**src/rtl/router_pkg.sv**
```systemverilog
// router_pkg
// Shared definitions for the router packet source:
//   - field widths of the router packet format (address, length, data)
//   - payload buffer geometry (one slot per possible payload byte)
//   - FSM state encoding
//   - header byte builder
package router_pkg;

  localparam int ADDR_W      = 2;
  localparam int LEN_W       = 6;
  localparam int DATA_W      = 8;
  localparam int MAX_PAYLOAD = 63;
  localparam int BUF_DEPTH   = MAX_PAYLOAD + 1;

  typedef enum logic [2:0] {
    ST_IDLE    = 3'd0,
    ST_FILL    = 3'd1,
    ST_HEADER  = 3'd2,
    ST_PAYLOAD = 3'd3,
    ST_PARITY  = 3'd4,
    ST_GAP     = 3'd5
  } state_e;

  // Router header layout: length in the upper bits, destination in the lower bits.
  function automatic logic [DATA_W-1:0] hdr_byte(input logic [LEN_W-1:0]  len,
                                                 input logic [ADDR_W-1:0] addr);
    return {len, addr};
  endfunction

endpackage

```
**src/rtl/router_pkt_gen_if.sv**
```systemverilog
// router_pkt_gen_if
// Groups the host request/payload handshakes, the router-facing pins and the
// status counters of router_pkt_gen.
//   master : the packet generator (drives req_ready, pay_ready, pkt_valid,
//            data_out, pkt_cnt, drop_cnt)
//   slave  : the surrounding host/router environment
// Optional: ROUTER_PKT_GEN_PERR_INJ_EN adds perr_inj (host -> generator).
interface router_pkt_gen_if;
  import router_pkg::*;

  logic              req_valid;
  logic [ADDR_W-1:0] req_addr;
  logic [LEN_W-1:0]  req_len;
  logic              req_ready;

  logic              pay_valid;
  logic [DATA_W-1:0] pay_data;
  logic              pay_ready;

  logic              busy;
  logic              pkt_valid;
  logic [DATA_W-1:0] data_out;

  logic [15:0]       pkt_cnt;
  logic [7:0]        drop_cnt;

`ifdef ROUTER_PKT_GEN_PERR_INJ_EN
  logic              perr_inj;
`endif

  modport master (
    input  req_valid, req_addr, req_len,
    input  pay_valid, pay_data,
    input  busy,
`ifdef ROUTER_PKT_GEN_PERR_INJ_EN
    input  perr_inj,
`endif
    output req_ready, pay_ready, pkt_valid, data_out, pkt_cnt, drop_cnt
  );

  modport slave (
    output req_valid, req_addr, req_len,
    output pay_valid, pay_data,
    output busy,
`ifdef ROUTER_PKT_GEN_PERR_INJ_EN
    output perr_inj,
`endif
    input  req_ready, pay_ready, pkt_valid, data_out, pkt_cnt, drop_cnt
  );

endinterface

```
**src/rtl/router_pkt_buf.sv**
```systemverilog
// router_pkt_buf
// 64x8 simple dual-port payload RAM: synchronous write, registered read.
//   clk_i   : clock
//   we_i    : write enable
//   waddr_i : write address
//   wdata_i : write data
//   raddr_i : read address (data appears on rdata_o one cycle later)
//   rdata_o : read data
module router_pkt_buf
  import router_pkg::*;
(
  input  logic              clk_i,
  input  logic              we_i,
  input  logic [LEN_W-1:0]  waddr_i,
  input  logic [DATA_W-1:0] wdata_i,
  input  logic [LEN_W-1:0]  raddr_i,
  output logic [DATA_W-1:0] rdata_o
);

  logic [DATA_W-1:0] mem_q [BUF_DEPTH];

  always_ff @(posedge clk_i) begin
    if (we_i) begin
      mem_q[waddr_i] <= wdata_i;
    end
  end

  // Write-first on collision: a one-byte packet writes slot 0 on the same
  // edge the prefetch reads it, and the header cycle needs that byte.
  always_ff @(posedge clk_i) begin
    if (we_i && (waddr_i == raddr_i)) begin
      rdata_o <= wdata_i;
    end else begin
      rdata_o <= mem_q[raddr_i];
    end
  end

endmodule

```
**src/rtl/router_pkt_gen.sv**
```systemverilog
// router_pkt_gen
// Store-and-forward packet source for the 1x3 router. Buffers a whole
// payload, then emits header / payload / parity on pkt_valid/data_out,
// holding on busy, followed by IPG idle cycles.
//   clock  : clock, rising edge
//   resetn : synchronous active-low reset
//   pkt_if : request + payload handshakes, router pins, status counters
// Parameter IPG (1..15): idle cycles after each parity byte.
// Optional: ROUTER_PKT_GEN_PERR_INJ_EN adds perr_inj; when sampled high with
// a request, that packet's parity byte is inverted.
//
// state   | meaning
// IDLE    | ready for a request; zero-length requests are counted and dropped
// FILL    | accepting payload bytes into the buffer, accumulating parity
// HEADER  | header byte on data_out, pkt_valid high
// PAYLOAD | buffered payload bytes on data_out, pkt_valid high
// PARITY  | parity byte on data_out, pkt_valid low
// GAP     | inter-packet gap, IPG cycles of all-zero output
module router_pkt_gen
  import router_pkg::*;
#(
  parameter int unsigned IPG = 2
) (
  input  logic             clock,
  input  logic             resetn,
  router_pkt_gen_if.master pkt_if
);

  localparam logic [3:0] GAP_LOAD = 4'(IPG - 1);

  state_e            state_q, state_d;
  logic [ADDR_W-1:0] addr_q, addr_d;
  logic [LEN_W-1:0]  len_q, len_d;
  logic [LEN_W-1:0]  wr_ptr_q, wr_ptr_d;
  logic [LEN_W-1:0]  rd_idx_q, rd_idx_d;
  logic [DATA_W-1:0] parity_q, parity_d;
  logic [DATA_W-1:0] data_out_q, data_out_d;
  logic              pkt_valid_q, pkt_valid_d;
  logic [15:0]       pkt_cnt_q, pkt_cnt_d;
  logic [7:0]        drop_cnt_q, drop_cnt_d;
  logic [3:0]        gap_q, gap_d;
  logic              perr_q, perr_d;

  logic              req_ready, pay_ready;
  logic              req_acc, pay_acc;
  logic              last_wr, last_rd;
  logic              buf_we;
  logic [DATA_W-1:0] rd_data;
  logic [DATA_W-1:0] parity_byte;

  assign req_acc = pkt_if.req_valid & req_ready;
  assign pay_acc = pkt_if.pay_valid & pay_ready;
  assign last_wr = (wr_ptr_q == (len_q - 6'd1));
  // rd_idx_q indexes the byte waiting in rd_data; once it reaches len_q the
  // byte on data_out is the final payload byte.
  assign last_rd = (rd_idx_q == len_q);

`ifdef ROUTER_PKT_GEN_PERR_INJ_EN
  assign parity_byte = perr_q ? ~parity_q : parity_q;
`else
  assign parity_byte = parity_q;
`endif

  // Read address follows the next-state index so rd_data always holds the
  // next byte to send; this keeps back-to-back consumes bubble-free.
  router_pkt_buf u_buf (
    .clk_i   (clock),
    .we_i    (buf_we),
    .waddr_i (wr_ptr_q),
    .wdata_i (pkt_if.pay_data),
    .raddr_i (rd_idx_d),
    .rdata_o (rd_data)
  );

  always_ff @(posedge clock) begin
    if (!resetn) begin
      state_q <= ST_IDLE;
    end else begin
      state_q <= state_d;
    end
  end

  always_comb begin
    state_d = state_q;
    case (state_q)
      ST_IDLE:    if (req_acc && (pkt_if.req_len != '0)) state_d = ST_FILL;
      ST_FILL:    if (pay_acc && last_wr)                state_d = ST_HEADER;
      ST_HEADER:  if (!pkt_if.busy)                      state_d = ST_PAYLOAD;
      ST_PAYLOAD: if (!pkt_if.busy && last_rd)           state_d = ST_PARITY;
      ST_PARITY:  if (!pkt_if.busy)                      state_d = ST_GAP;
      ST_GAP:     if (gap_q == '0)                       state_d = ST_IDLE;
      default:                                           state_d = ST_IDLE;
    endcase
  end

  // Outputs: handshake readies straight from state, plus the next values of
  // the registered router pins.
  always_comb begin
    req_ready   = 1'b0;
    pay_ready   = 1'b0;
    data_out_d  = data_out_q;
    pkt_valid_d = pkt_valid_q;
    case (state_q)
      ST_IDLE: begin
        req_ready   = 1'b1;
        data_out_d  = '0;
        pkt_valid_d = 1'b0;
      end
      ST_FILL: begin
        pay_ready = 1'b1;
        if (pkt_if.pay_valid && last_wr) begin
          data_out_d  = hdr_byte(len_q, addr_q);
          pkt_valid_d = 1'b1;
        end
      end
      ST_HEADER: begin
        if (!pkt_if.busy) begin
          data_out_d  = rd_data;
          pkt_valid_d = 1'b1;
        end
      end
      ST_PAYLOAD: begin
        if (!pkt_if.busy) begin
          if (last_rd) begin
            data_out_d  = parity_byte;
            pkt_valid_d = 1'b0;
          end else begin
            data_out_d  = rd_data;
            pkt_valid_d = 1'b1;
          end
        end
      end
      ST_PARITY: begin
        if (!pkt_if.busy) begin
          data_out_d  = '0;
          pkt_valid_d = 1'b0;
        end
      end
      default: begin
        data_out_d  = '0;
        pkt_valid_d = 1'b0;
      end
    endcase
  end

  always_comb begin
    addr_d     = addr_q;
    len_d      = len_q;
    wr_ptr_d   = wr_ptr_q;
    rd_idx_d   = rd_idx_q;
    parity_d   = parity_q;
    pkt_cnt_d  = pkt_cnt_q;
    drop_cnt_d = drop_cnt_q;
    gap_d      = gap_q;
    perr_d     = perr_q;
    buf_we     = 1'b0;
    case (state_q)
      ST_IDLE: begin
        if (req_acc) begin
          if (pkt_if.req_len == '0) begin
            if (drop_cnt_q != 8'hFF) drop_cnt_d = drop_cnt_q + 8'd1;
          end else begin
            addr_d   = pkt_if.req_addr;
            len_d    = pkt_if.req_len;
            wr_ptr_d = '0;
            rd_idx_d = '0;
            parity_d = hdr_byte(pkt_if.req_len, pkt_if.req_addr);
`ifdef ROUTER_PKT_GEN_PERR_INJ_EN
            perr_d   = pkt_if.perr_inj;
`else
            perr_d   = 1'b0;
`endif
          end
        end
      end
      ST_FILL: begin
        if (pay_acc) begin
          buf_we   = 1'b1;
          wr_ptr_d = wr_ptr_q + 6'd1;
          parity_d = parity_q ^ pkt_if.pay_data;
        end
      end
      ST_HEADER: begin
        if (!pkt_if.busy) rd_idx_d = rd_idx_q + 6'd1;
      end
      ST_PAYLOAD: begin
        if (!pkt_if.busy && !last_rd) rd_idx_d = rd_idx_q + 6'd1;
      end
      ST_PARITY: begin
        if (!pkt_if.busy) begin
          pkt_cnt_d = pkt_cnt_q + 16'd1;
          gap_d     = GAP_LOAD;
        end
      end
      ST_GAP: begin
        if (gap_q != '0) gap_d = gap_q - 4'd1;
      end
      default: ;
    endcase
  end

  always_ff @(posedge clock) begin
    if (!resetn) begin
      addr_q      <= '0;
      len_q       <= '0;
      wr_ptr_q    <= '0;
      rd_idx_q    <= '0;
      parity_q    <= '0;
      data_out_q  <= '0;
      pkt_valid_q <= 1'b0;
      pkt_cnt_q   <= '0;
      drop_cnt_q  <= '0;
      gap_q       <= '0;
      perr_q      <= 1'b0;
    end else begin
      addr_q      <= addr_d;
      len_q       <= len_d;
      wr_ptr_q    <= wr_ptr_d;
      rd_idx_q    <= rd_idx_d;
      parity_q    <= parity_d;
      data_out_q  <= data_out_d;
      pkt_valid_q <= pkt_valid_d;
      pkt_cnt_q   <= pkt_cnt_d;
      drop_cnt_q  <= drop_cnt_d;
      gap_q       <= gap_d;
      perr_q      <= perr_d;
    end
  end

  assign pkt_if.req_ready = req_ready;
  assign pkt_if.pay_ready = pay_ready;
  assign pkt_if.pkt_valid = pkt_valid_q;
  assign pkt_if.data_out  = data_out_q;
  assign pkt_if.pkt_cnt   = pkt_cnt_q;
  assign pkt_if.drop_cnt  = drop_cnt_q;

endmodule

```
**src/flat_wrapper.sv**
```systemverilog
// flat-port wrapper written by rule: the top's interface ports become plain ports
module router_pkt_gen_flat import router_pkg::*;
#(
  parameter int unsigned IPG = 2
)
  (clock, resetn, pkt_if_req_valid, pkt_if_req_addr, pkt_if_req_len, pkt_if_pay_valid, pkt_if_pay_data, pkt_if_busy, pkt_if_req_ready, pkt_if_pay_ready, pkt_if_pkt_valid, pkt_if_data_out, pkt_if_pkt_cnt, pkt_if_drop_cnt);
  router_pkt_gen_if pkt_if_i ();
  input  logic clock;
  input  logic resetn;
  input wire logic [$bits(pkt_if_i.req_valid)-1:0] pkt_if_req_valid;
  input wire logic [$bits(pkt_if_i.req_addr)-1:0] pkt_if_req_addr;
  input wire logic [$bits(pkt_if_i.req_len)-1:0] pkt_if_req_len;
  input wire logic [$bits(pkt_if_i.pay_valid)-1:0] pkt_if_pay_valid;
  input wire logic [$bits(pkt_if_i.pay_data)-1:0] pkt_if_pay_data;
  input wire logic [$bits(pkt_if_i.busy)-1:0] pkt_if_busy;
  output wire logic [$bits(pkt_if_i.req_ready)-1:0] pkt_if_req_ready;
  output wire logic [$bits(pkt_if_i.pay_ready)-1:0] pkt_if_pay_ready;
  output wire logic [$bits(pkt_if_i.pkt_valid)-1:0] pkt_if_pkt_valid;
  output wire logic [$bits(pkt_if_i.data_out)-1:0] pkt_if_data_out;
  output wire logic [$bits(pkt_if_i.pkt_cnt)-1:0] pkt_if_pkt_cnt;
  output wire logic [$bits(pkt_if_i.drop_cnt)-1:0] pkt_if_drop_cnt;
  assign pkt_if_i.req_valid = pkt_if_req_valid;
  assign pkt_if_i.req_addr = pkt_if_req_addr;
  assign pkt_if_i.req_len = pkt_if_req_len;
  assign pkt_if_i.pay_valid = pkt_if_pay_valid;
  assign pkt_if_i.pay_data = pkt_if_pay_data;
  assign pkt_if_i.busy = pkt_if_busy;
  assign pkt_if_req_ready = pkt_if_i.req_ready;
  assign pkt_if_pay_ready = pkt_if_i.pay_ready;
  assign pkt_if_pkt_valid = pkt_if_i.pkt_valid;
  assign pkt_if_data_out = pkt_if_i.data_out;
  assign pkt_if_pkt_cnt = pkt_if_i.pkt_cnt;
  assign pkt_if_drop_cnt = pkt_if_i.drop_cnt;
  router_pkt_gen #(.IPG(IPG)) u_core (.clock(clock), .resetn(resetn), .pkt_if(pkt_if_i));
endmodule
```
**config.mk**
```make
export PLATFORM = sky130hd
export DESIGN_NAME = router_pkt_gen_flat
export DESIGN_NICKNAME = d
export VERILOG_FILES = /design/src/rtl/router_pkg.sv /design/src/rtl/router_pkt_gen_if.sv /design/src/rtl/router_pkt_buf.sv /design/src/rtl/router_pkt_gen.sv /design/src/flat_wrapper.sv
export SDC_FILE = /design/constraint.sdc
export NUM_CORES = 1
export LEC_CHECK = 0
export BUFFER_PORTS_ARGS = -buffer_cell sky130_fd_sc_hd__buf_2
export CAP_MARGIN = 20
export CORE_AREA = 8 8 210 212
export CTS_BUF_LIST = sky130_fd_sc_hd__clkbuf_8
export CTS_CLUSTER_DIAMETER = 120
export DETAILED_ROUTE_END_ITERATION = 12
export DIE_AREA = 0 0 218 220
export PLACE_DENSITY = 0.86
export RECOVER_POWER = 25
export SYNTH_ARGS = -nofsm -noshare
export SYNTH_HDL_FRONTEND = slang
export SYNTH_SLANG_ARGS = --single-unit
```
**constraint.sdc**
```tcl
create_clock -name clock -period 3.1 [get_ports clock]
set_input_delay 0.155 -clock clock [delete_from_list [all_inputs] [get_ports clock]]
set_output_delay 0.155 -clock clock [all_outputs]
set_load 0.02 [all_outputs]
```
# After elaboration in Yosys (flattened, before gate mapping)
# Memory sizes are Yosys's and may differ from the RTL's. A register that Yosys moved wholly into a read port is not among the register bits.
# Index checks and enable logic that the tools add are counted.
# classes
add_sub_neg	6
n_eq_ne	20
mux	41
bitwise_logic	5
reduce_logical	21
# ops
cell	n
8-bit 2-to-1 mux	8
6-bit 2-to-1 mux	7
8-bit one-hot mux with 4 select lines	1
3-bit 2-to-1 mux	6
3-bit one-hot mux with 6 select lines	1
6-bit one-hot mux with 3 select lines	1
16-bit by 1-bit adder with 16-bit output (second input constant)	1
2-bit by 1-bit != test with 1-bit output (second input constant)	8
8-bit one-hot mux with 2 select lines	1
6-bit by 1-bit adder with 6-bit output (second input constant)	2
6-bit equality test	2
6-bit one-hot mux with 2 select lines	1
4-bit AND reduction	3
1-bit 2-to-1 mux	11
8-bit by 1-bit adder with 8-bit output (second input constant)	1
4-bit 2-to-1 mux	2
2-bit != test (second input constant)	4
8-bit != test (second input constant)	1
4-bit one-hot mux with 2 select lines	1
8-bit bitwise XOR	1
3-bit by 2-bit equality test with 1-bit output (second input constant)	2
3-bit equality test (second input constant)	2
6-bit zero test	1
3-bit AND reduction	2
15 further kinds	23
# totals
reg_bits	68
ramBits	512
n_memories	1
# mem_list
name	depth	word_bits	read_ports	rd_clocked_by_memory_dff	write_ports	line	text
u_core.u_buf.mem_q	64	8	1	1	1	router_pkt_buf.sv:20	logic [DATA_W-1:0] mem_q [BUF_DEPTH];

# Depth between registers and ports, before layout
# Gate-level depths: netlist of run 1.
# logic_depth
depth_word	7
mapped_depth	10

# Cells and area by module
# A second synthesis of run 1 with hierarchy kept.
# hier_totals
hier_cells	1351
area_unflattened_um2	23761.5
# by_module_without_submodules
module	instances	cells_per_inst	area_each_um2	seq_area_each_um2
router_pkt_buf	1	938	20126.8	15494.9
router_pkt_gen	1	413	3634.7	1361.3

# Least setup slack after synthesis of run 1
# OpenSTA, ideal clock, no wires.
# synth_path
path_kind	flip-flop to flip-flop
start	reg u_core.state_q[0]
end	mem u_core.u_buf.mem_q[11][0], enable pin
setup_ns	0.370
arrival_time_ns	2.073
required_time_ns	2.730
slack_ns	0.657
path_stages_with_launch	8
path_cell_list	dfxtp_1 > buf_2 > nor2b_1 > nand2b_1 > inv_1 > clkbuf_1 > nand4_1 > nor2_1
# synth_between
elab_chain_cells	7
# synth_lines
item	line	text
start: declaration	router_pkt_gen.sv:31	state_e state_q, state_d;
start signal: assignment	router_pkt_gen.sv:79	state_q <= state_d;
3-bit by 1-bit equality test with 1-bit output	router_pkt_gen.sv:103	case (state_q)
1-bit 2-to-1 mux	router_pkt_gen.sv:103	
net pkt_if_pay_ready	flat_wrapper.sv:17	output wire logic [$bits(pkt_if_i.pay_ready)-1:0] pkt_if_pay_ready;
1-bit AND	router_pkt_gen.sv:52	assign pay_acc = pkt_if.pay_valid & pay_ready;
1-bit 2-to-1 mux	router_pkt_gen.sv:177	if (pay_acc) begin
1-bit 2-to-1 mux	router_pkt_gen.sv:157	case (state_q)
1-bit 2-to-1 mux	router_pkt_buf.sv:23	if (we_i) begin
1-bit 2-to-1 mux (implied by the code)	router_pkt_buf.sv:24	mem_q[waddr_i] <= wdata_i;
end: declaration	router_pkt_buf.sv:20	
# The timed path passes the listed nets, and every way through them passes these cells.

==> impl_metrics.toml, run 1 <==
[finish]
final_area_sq_um = 27300
nNetsFinal = 1680
final_cell_mix = "512 x edfxtp_1, 125 x nor2_1, 100 x buf_4"
multi_input_area_sq_um = 6630
final_common_cell = "edfxtp_1"
drive_gt1_share_pct = 23.0
nFillCells = 2472
area.growth.synth_to_final_pct = 12.6
regArea_sq_um = 16900

[job]
cap_violations = 5

[die]
die_w_microns = 218
core_area_sq_um = 40600
rows = 74
die_h_microns = 220
io_pins = 56
initial_core_util_pct = 59.8
dieArea_sq_um = 48000

[worst_hold_path]
min_delay_path_depth = 4
hp-start = "pkt_if_busy"
hp-class = "in -> reg"
timing.hold.worst_endpoint = "u_core.pkt_if.pkt_cnt[0]"

[sta]
setup_viol = 0
slew_viol_final = 197
finalCritPeriodShare_pct = 98.0
hold_viol = 0
worst_slew_pin_slew_ps = 2210
tns_ps = 0
rsz0062_at_grt = "no"
finalCriticalPeriod_ps = 3040
fmax_mhz = 329
max-slew-margin-rel_pct = -47.5
fin_skew_ps = 35.2

[clock_network]
cts_resized = 0
cts_max_level = 3
cts.sinks = 586
cts_buffer_depth = 3
cts_tree = "done"
insertion_delay_ps = 640
clkTransAtPathRegs_ps = 70
cts_buffers = 88
cts_root_buffer = "clkbuf_8"

[synth]
syn_inst = 1458
async_flop_share_pct = 0
synth_xor_area_share_pct = 1.37
synth_nets = 1485
yosys.area_share.simple_pct = 6.49
ys_ff_latch = 586
synth.yosys.seq_area_share_pct = 69.6
synth_top_family_by_area = "multiplexers"
synth_compound_area_share_pct = 5.63
synth.cell_area_sq_um = 24200
synthAdderAreaFrac_pct = 0.351
synth.distinct_cells = 72
synthFlopType = "edfxtp_1"
syn_area_per_cell_sq_um = 16.6
synth_edf_count = 512
synth_mux_area_share_pct = 13.5
yosys_warnings = 0

[global_route]
grt_max_degree = 63
grt_pass1_wl_mm = 86.9
overflow = 0
antenna_found_initial = 1
track_usage_pct = 24.0
grt_pass1_vias = 14452

[critical_path]
start_kind = "register"
cp.arrival_ps = 3590
cp-end-kind = "register"
reg2reg_to = "u_core.pkt_if.data_out[5]"
cp_data_required_time_ps = 3650
cp_common_cell = "o22ai_1"
path_cells = "buf_4 > nand2_1 > buf_12 > buf_4 > o22ai_1 > a221oi_1 > o22ai_1 > nor3_1 > nor4b_2 > o22ai_1"
cpPeakStageDelay_ps = 580
rrSetupSlack_ps = 60
cpMaxStageDelayCell = "a221oi_1"
reg2regPathDepth = 10
critPathKind = "reg -> reg"
crit_path_max_fanout = 22

[detailed_routing]
postRouteAntennaNets = 0
wire_per_inst_microns = 25.5
vias = 14515
drt_iter0_drc = 2045
drc = 0
viasPerCell = 6.42
drtPass1Iterations = 6
wl_mm = 57.7

[placement]
place.gp.congestion = 0.961
dp_hpwl_mm = 37.1
place_area_sq_um = 25500
port_buffers = 55

[power_and_ir_drop]
p_per_area_nw_per_um2 = 551
clockPowerShare_pct = 39.6
comb_power_share_pct = 2.9
swShare_pct = 21.9
power_frac_seq_pct = 57.5
p_int_uw = 11700
power.switching_uw = 3290
leakagePower_uw = 0.00884
vdd_drop_max_v = 0.000284

[run_status]
status = "finished, violations left"
violations = "capacitance limit, slew limit"
[final cells by class]
class                      count  share of cell area (%)
antenna                        2                  0.0183
clock buffer                  91                    4.59
clock inverter                74                    1.47
inverter                      23                   0.316
multi-input combinational    767                    24.3
sequential                   586                    61.8
tap                          532                    2.44
timing repair buffer         187                    5.08
[synthesized netlist by cell type (7+ instances only)]
master,count,area [sq um]
nand4_1,10,62.6
nor2b_1,14,87.6
and2_1,7,43.8
nand2b_1,10,62.6
mux2_2,64,721
or2_2,12,75.1
buf_6,10,113
nand3_1,21,105
xor2_1,18,158
nor3_1,11,55.1
nand2_1,44,165
nor2_1,126,473
dfxtp_1,74,1480
or3_1,13,81.3
o21ai_0,27,135
mux4_1,41,1080
mux2i_1,77,771
inv_1,22,82.6
a221oi_1,34,298
xnor2_1,20,175
and3_1,7,43.8
mux4_2,31,698
a21oi_1,37,185
clkbuf_8,7,96.3
nor3b_1,9,67.6
buf_2,24,120
clkbuf_1,19,71.3
a211oi_1,17,128
o22ai_1,56,350
edfxtp_1,512,15400
[flip-flops by register name, summed over array words and instances, names as in the netlist, named ones only]
signal / flops
u_core.parity_byte: 8
u_core.wr_ptr_q: 6
u_core.u_buf.mem_q: 512
u_core.len_q: 6
u_core.rd_idx_q: 6
u_core.gap_q: 4
u_core.pkt_if.pkt_cnt: 16
u_core.state_q: 3
u_core.addr_q: 2
u_core.pkt_if.data_out: 8
u_core.pkt_if.drop_cnt: 8
u_core.pkt_if.pkt_valid: 1
[power by group through the flow]
stage / Clock, uW / Combinational [uW] / Sequential (uW)
after global routing: 6370 / 464 / 8640
after detailed placement: 0 / 404 / 8800
after global placement: 0 / 382 / 8790
after CTS: 6020 / 427 / 8630
after floorplan: 0 / 208 / 8780
final: 5950 / 435 / 8640
[worst max path at each step]
stage,from,end,cells past startpoint
5_1_grt,register,u_core.pkt_if.data_out[5],8
3_3_place_gp,register,u_core.pkt_if.data_out[5],7
3_5_place_dp,register,u_core.pkt_if.data_out[7],7
6_report,register,u_core.pkt_if.data_out[5],10
2_1_floorplan,u_core.state_q[0],u_core.u_buf.mem_q[11][0],7
4_1_cts,register,u_core.pkt_if.data_out[5],8
[per-stage QoR]
step	setup WS (ps)	util, %	total power, uW	std cells	hold WS (ps)
detailed placement	291	62.8	9200	2076	434
global placement	421	62.8	9180	2076	436
floorplan	657	-	8990	1458	254
finish	62.9	67.3	15000	2262	81.5
CTS	228	67.3	15100	2260	13.1
global route	4.17	67.3	15500	2261	93.2
[layer usage]
layer / wire length, microns / track usage, %
met3: 6120 / 5.38
met4: 2150 / 10.5
met5: 0 / 0
met2: 27900 / 39.1
met1: 21600 / 30.8
[critical path, delay by kind of cell (launching register included)]
family | cells | cell delay, ps
AND/OR/NAND/NOR | 3 | 990
buffers and inverters | 3 | 590
flip-flops | 1 | 310
AO/OA/AOI/OAI | 4 | 1000
[cells by family after synthesis]
family | count (synthesis)
flip-flops | 586
AND/OR/NAND/NOR | 306
multiplexers | 213
AO/OA/AOI/OAI | 203
buffers and inverters | 105
XOR/XNOR | 38
adder cells (fa/ha/maj) | 7
[what timing repair did]
action | CTS | global route
hold buffers | 19 | 0
setup buffers | 0 | 0
hold endpoints to repair | 59 | 0
(Power assumes the default switching activity.)
==> run 2, diff against run 1 <==
Settings changed: CORE_AREA 8 8 210 212 to 8 8 209 211, DIE_AREA 0 0 218 220 to 0 0 217 219, PLACE_DENSITY 0.86 to 0.85, SYNTH_HIERARCHICAL set to 1.
==> impl_metrics.toml, run 2 <==
[run_status]
status = "finished, violations left"
violations = "capacitance limit, slew limit"

[sta]
setup_viol = 0
fin_skew_ps = 29.7
hold_slack_ps = 51.5
fmax_mhz = 332
finalCritPeriodShare_pct = 97.1
finalCriticalPeriod_ps = 3010
worst_slew_pin_slew_ps = 1840
slew_viol_final = 113
rsz0062_at_grt = "no"
tns_ps = 0
hold_viol = 0
max-slew-margin-rel_pct = -23.0

[finish]
antennaDiodeCount = 0
regMostFlops = "u_core/u_buf/mem_q"
final_cell_mix = "512 x edfxtp_1, 137 x nor2_1, 126 x mux4_2"
final_util_pct = 66.4
drive_gt1_share_pct = 25.3
stdcell_count = 2132
final_common_cell = "edfxtp_1"
nNetsFinal = 1560
nFillCells = 2584
area.growth.synth_to_final_pct = 12.8
largest_reg_flops = 512

[synth]
synth.cell_area_sq_um = 23800
synth_edf_count = 512
synth_mux_area_share_pct = 13.8
syn_area_per_cell_sq_um = 17.6
syn_inst = 1351
yosys.area_share.simple_pct = 6.71
yosys_warnings = 6
synth_top_cell_by_area = "edfxtp_1"
ys_top_cells_by_count = "512 x edfxtp_1, 137 x nor2_1, 126 x mux4_2, 74 x dfxtp_1, 45 x nand2_1"
synth_top_family_by_area = "multiplexers"
synth.distinct_cells = 69
synthFlopType = "edfxtp_1"
synth_nets = 1378
synth_area_leaders = "edfxtp_1 65%, mux4_2 12%, dfxtp_1 6.2%, nor2_1 2.2%, mux2i_1 1.2%"
synth_compound_area_share_pct = 4.89
ys_ff_latch = 586
synth.top_cell.area_share_pct = 64.7
synthAdderAreaFrac_pct = 0.316
async_flop_share_pct = 0
synth.most_common_cell = "edfxtp_1"
synth_xor_area_share_pct = 1.55
synth.yosys.seq_area_share_pct = 70.9

[global_route]
grt_pass1_wl_mm = 85.4
grt_pass1_vias = 14106
grt_max_degree = 60
antenna_found_initial = 0
overflow = 0
track_usage_pct = 23.7

[job]
cap_violations = 3

[detailed_routing]
vias = 13827
drtPass1Iterations = 8
wl_mm = 56.4
drt_iter0_drc = 1983
drc = 0
viasPerCell = 6.49
postRouteAntennaNets = 0
wire_per_inst_microns = 26.5

[clock_network]
clkTransAtPathRegs_ps = 60
cts_buffer_depth = 3
cts_max_level = 3
insertion_delay_ps = 660
cts_root_buffer = "clkbuf_8"
cts_buffers = 89
cts_tree = "done"
cts.sinks = 586

[die]
core_area_sq_um = 40400
die_w_microns = 217
io_pins = 56
die_h_microns = 219
rows = 74
initial_core_util_pct = 58.9
dieArea_sq_um = 47500

[placement]
place.gp.congestion = 0.894
dp_hpwl_mm = 36.2
dp.cells = 1953
port_buffers = 55

[critical_path]
crit_path_max_fanout = 32
cp_data_required_time_ps = 3620
start_kind = "register"
critPathKind = "reg -> reg"
cp-end-kind = "register"
cp.arrival_ps = 3530

[worst_hold_path]
hp-class = "in -> reg"

[power_and_ir_drop]
leakagePower_uw = 0.00862
vdd_drop_max_v = 0.000418
p_per_area_nw_per_um2 = 648
[run 2: final timing paths]
path / startpoint / endpoint / slack (ps) / cells after the start
min: pkt_if_busy / u_core/pkt_if.pkt_cnt[1] / 50 / 4
max: register / u_core/pkt_if.data_out[0] / 90 / 8
max reg2reg: register / u_core/pkt_if.data_out[0] / 90 / 8
min reg2reg: u_core/pkt_if.data_out[2] / u_core/pkt_if.data_out[2] / 490 / 1
[run 2: logic make-up after synthesis]
kind of cell    after synthesis
flops                       586
compound gates              150
buf+inv                      80
fa+ha+maj                     6
mux                         168
simple gates                319
xor+xnor                     42
[run 2: layout make-up]
| class | instances | area [sq um] | area share (%) |
|---|---|---|---|
| clock buffer | 89 | 1220 | 4.57 |
| multi-input combinational | 685 | 6480 | 24.2 |
| clock inverter | 69 | 363 | 1.35 |
| sequential | 586 | 16900 | 62.9 |
| tap | 532 | 666 | 2.48 |
| inverter | 11 | 41.3 | 0.154 |
| timing repair buffer | 160 | 1160 | 4.34 |
[run 2: stage by stage]
stage | worst slack, ps | area, sq um | total power, uW
final | 89.1 | 26800 | 17400
after global placement | 51.3 | 25000 | 11600
after CTS | 36.7 | 26800 | 17400
after global routing | 3.62 | 26800 | 18000
after floorplan | 677 | 23800 | 10900
after detailed placement | -29.0 | 25000 | 11600
[run 2: per-layer routing]
layer	vias to the layer above	track usage [%]	part of all wire, %	wire (microns)
met5	-	0	0	0
met4	0	9.96	3.4	1940
met3	145	4.78	10	5780
met2	912	38.4	49	27500
met1	6984	31.5	38	21200
li1	5786	-	-	-
[run 2: what timing repair did]
| action | 4_1_cts | 5_1_grt |
|---|---|---|
| setup endpoints to repair | 1 | 3 |
| hold buffers | 20 | 0 |
| gates cloned | 0 | 0 |
| hold endpoints to repair | 79 | 0 |
| gates resized for setup | 1 | 2 |
| buffers inserted | 0 | 1 |
[run 2: worst max-delay path, stage by stage, from the launching register on]
cell	delay, ps
dfxtp_4	500
buf_12	290
mux4_2	570
mux4_2	500
nor2_1	170
nor3_1	90
o2bb2ai_1	230
a222oi_1	400
o2bb2ai_2	100
[run 2: power by group]
group,internal [uW],switching [uW],total [uW]
clock,2860,2900,5760
combinational,1200,1550,2760
sequential,8700,158,8850
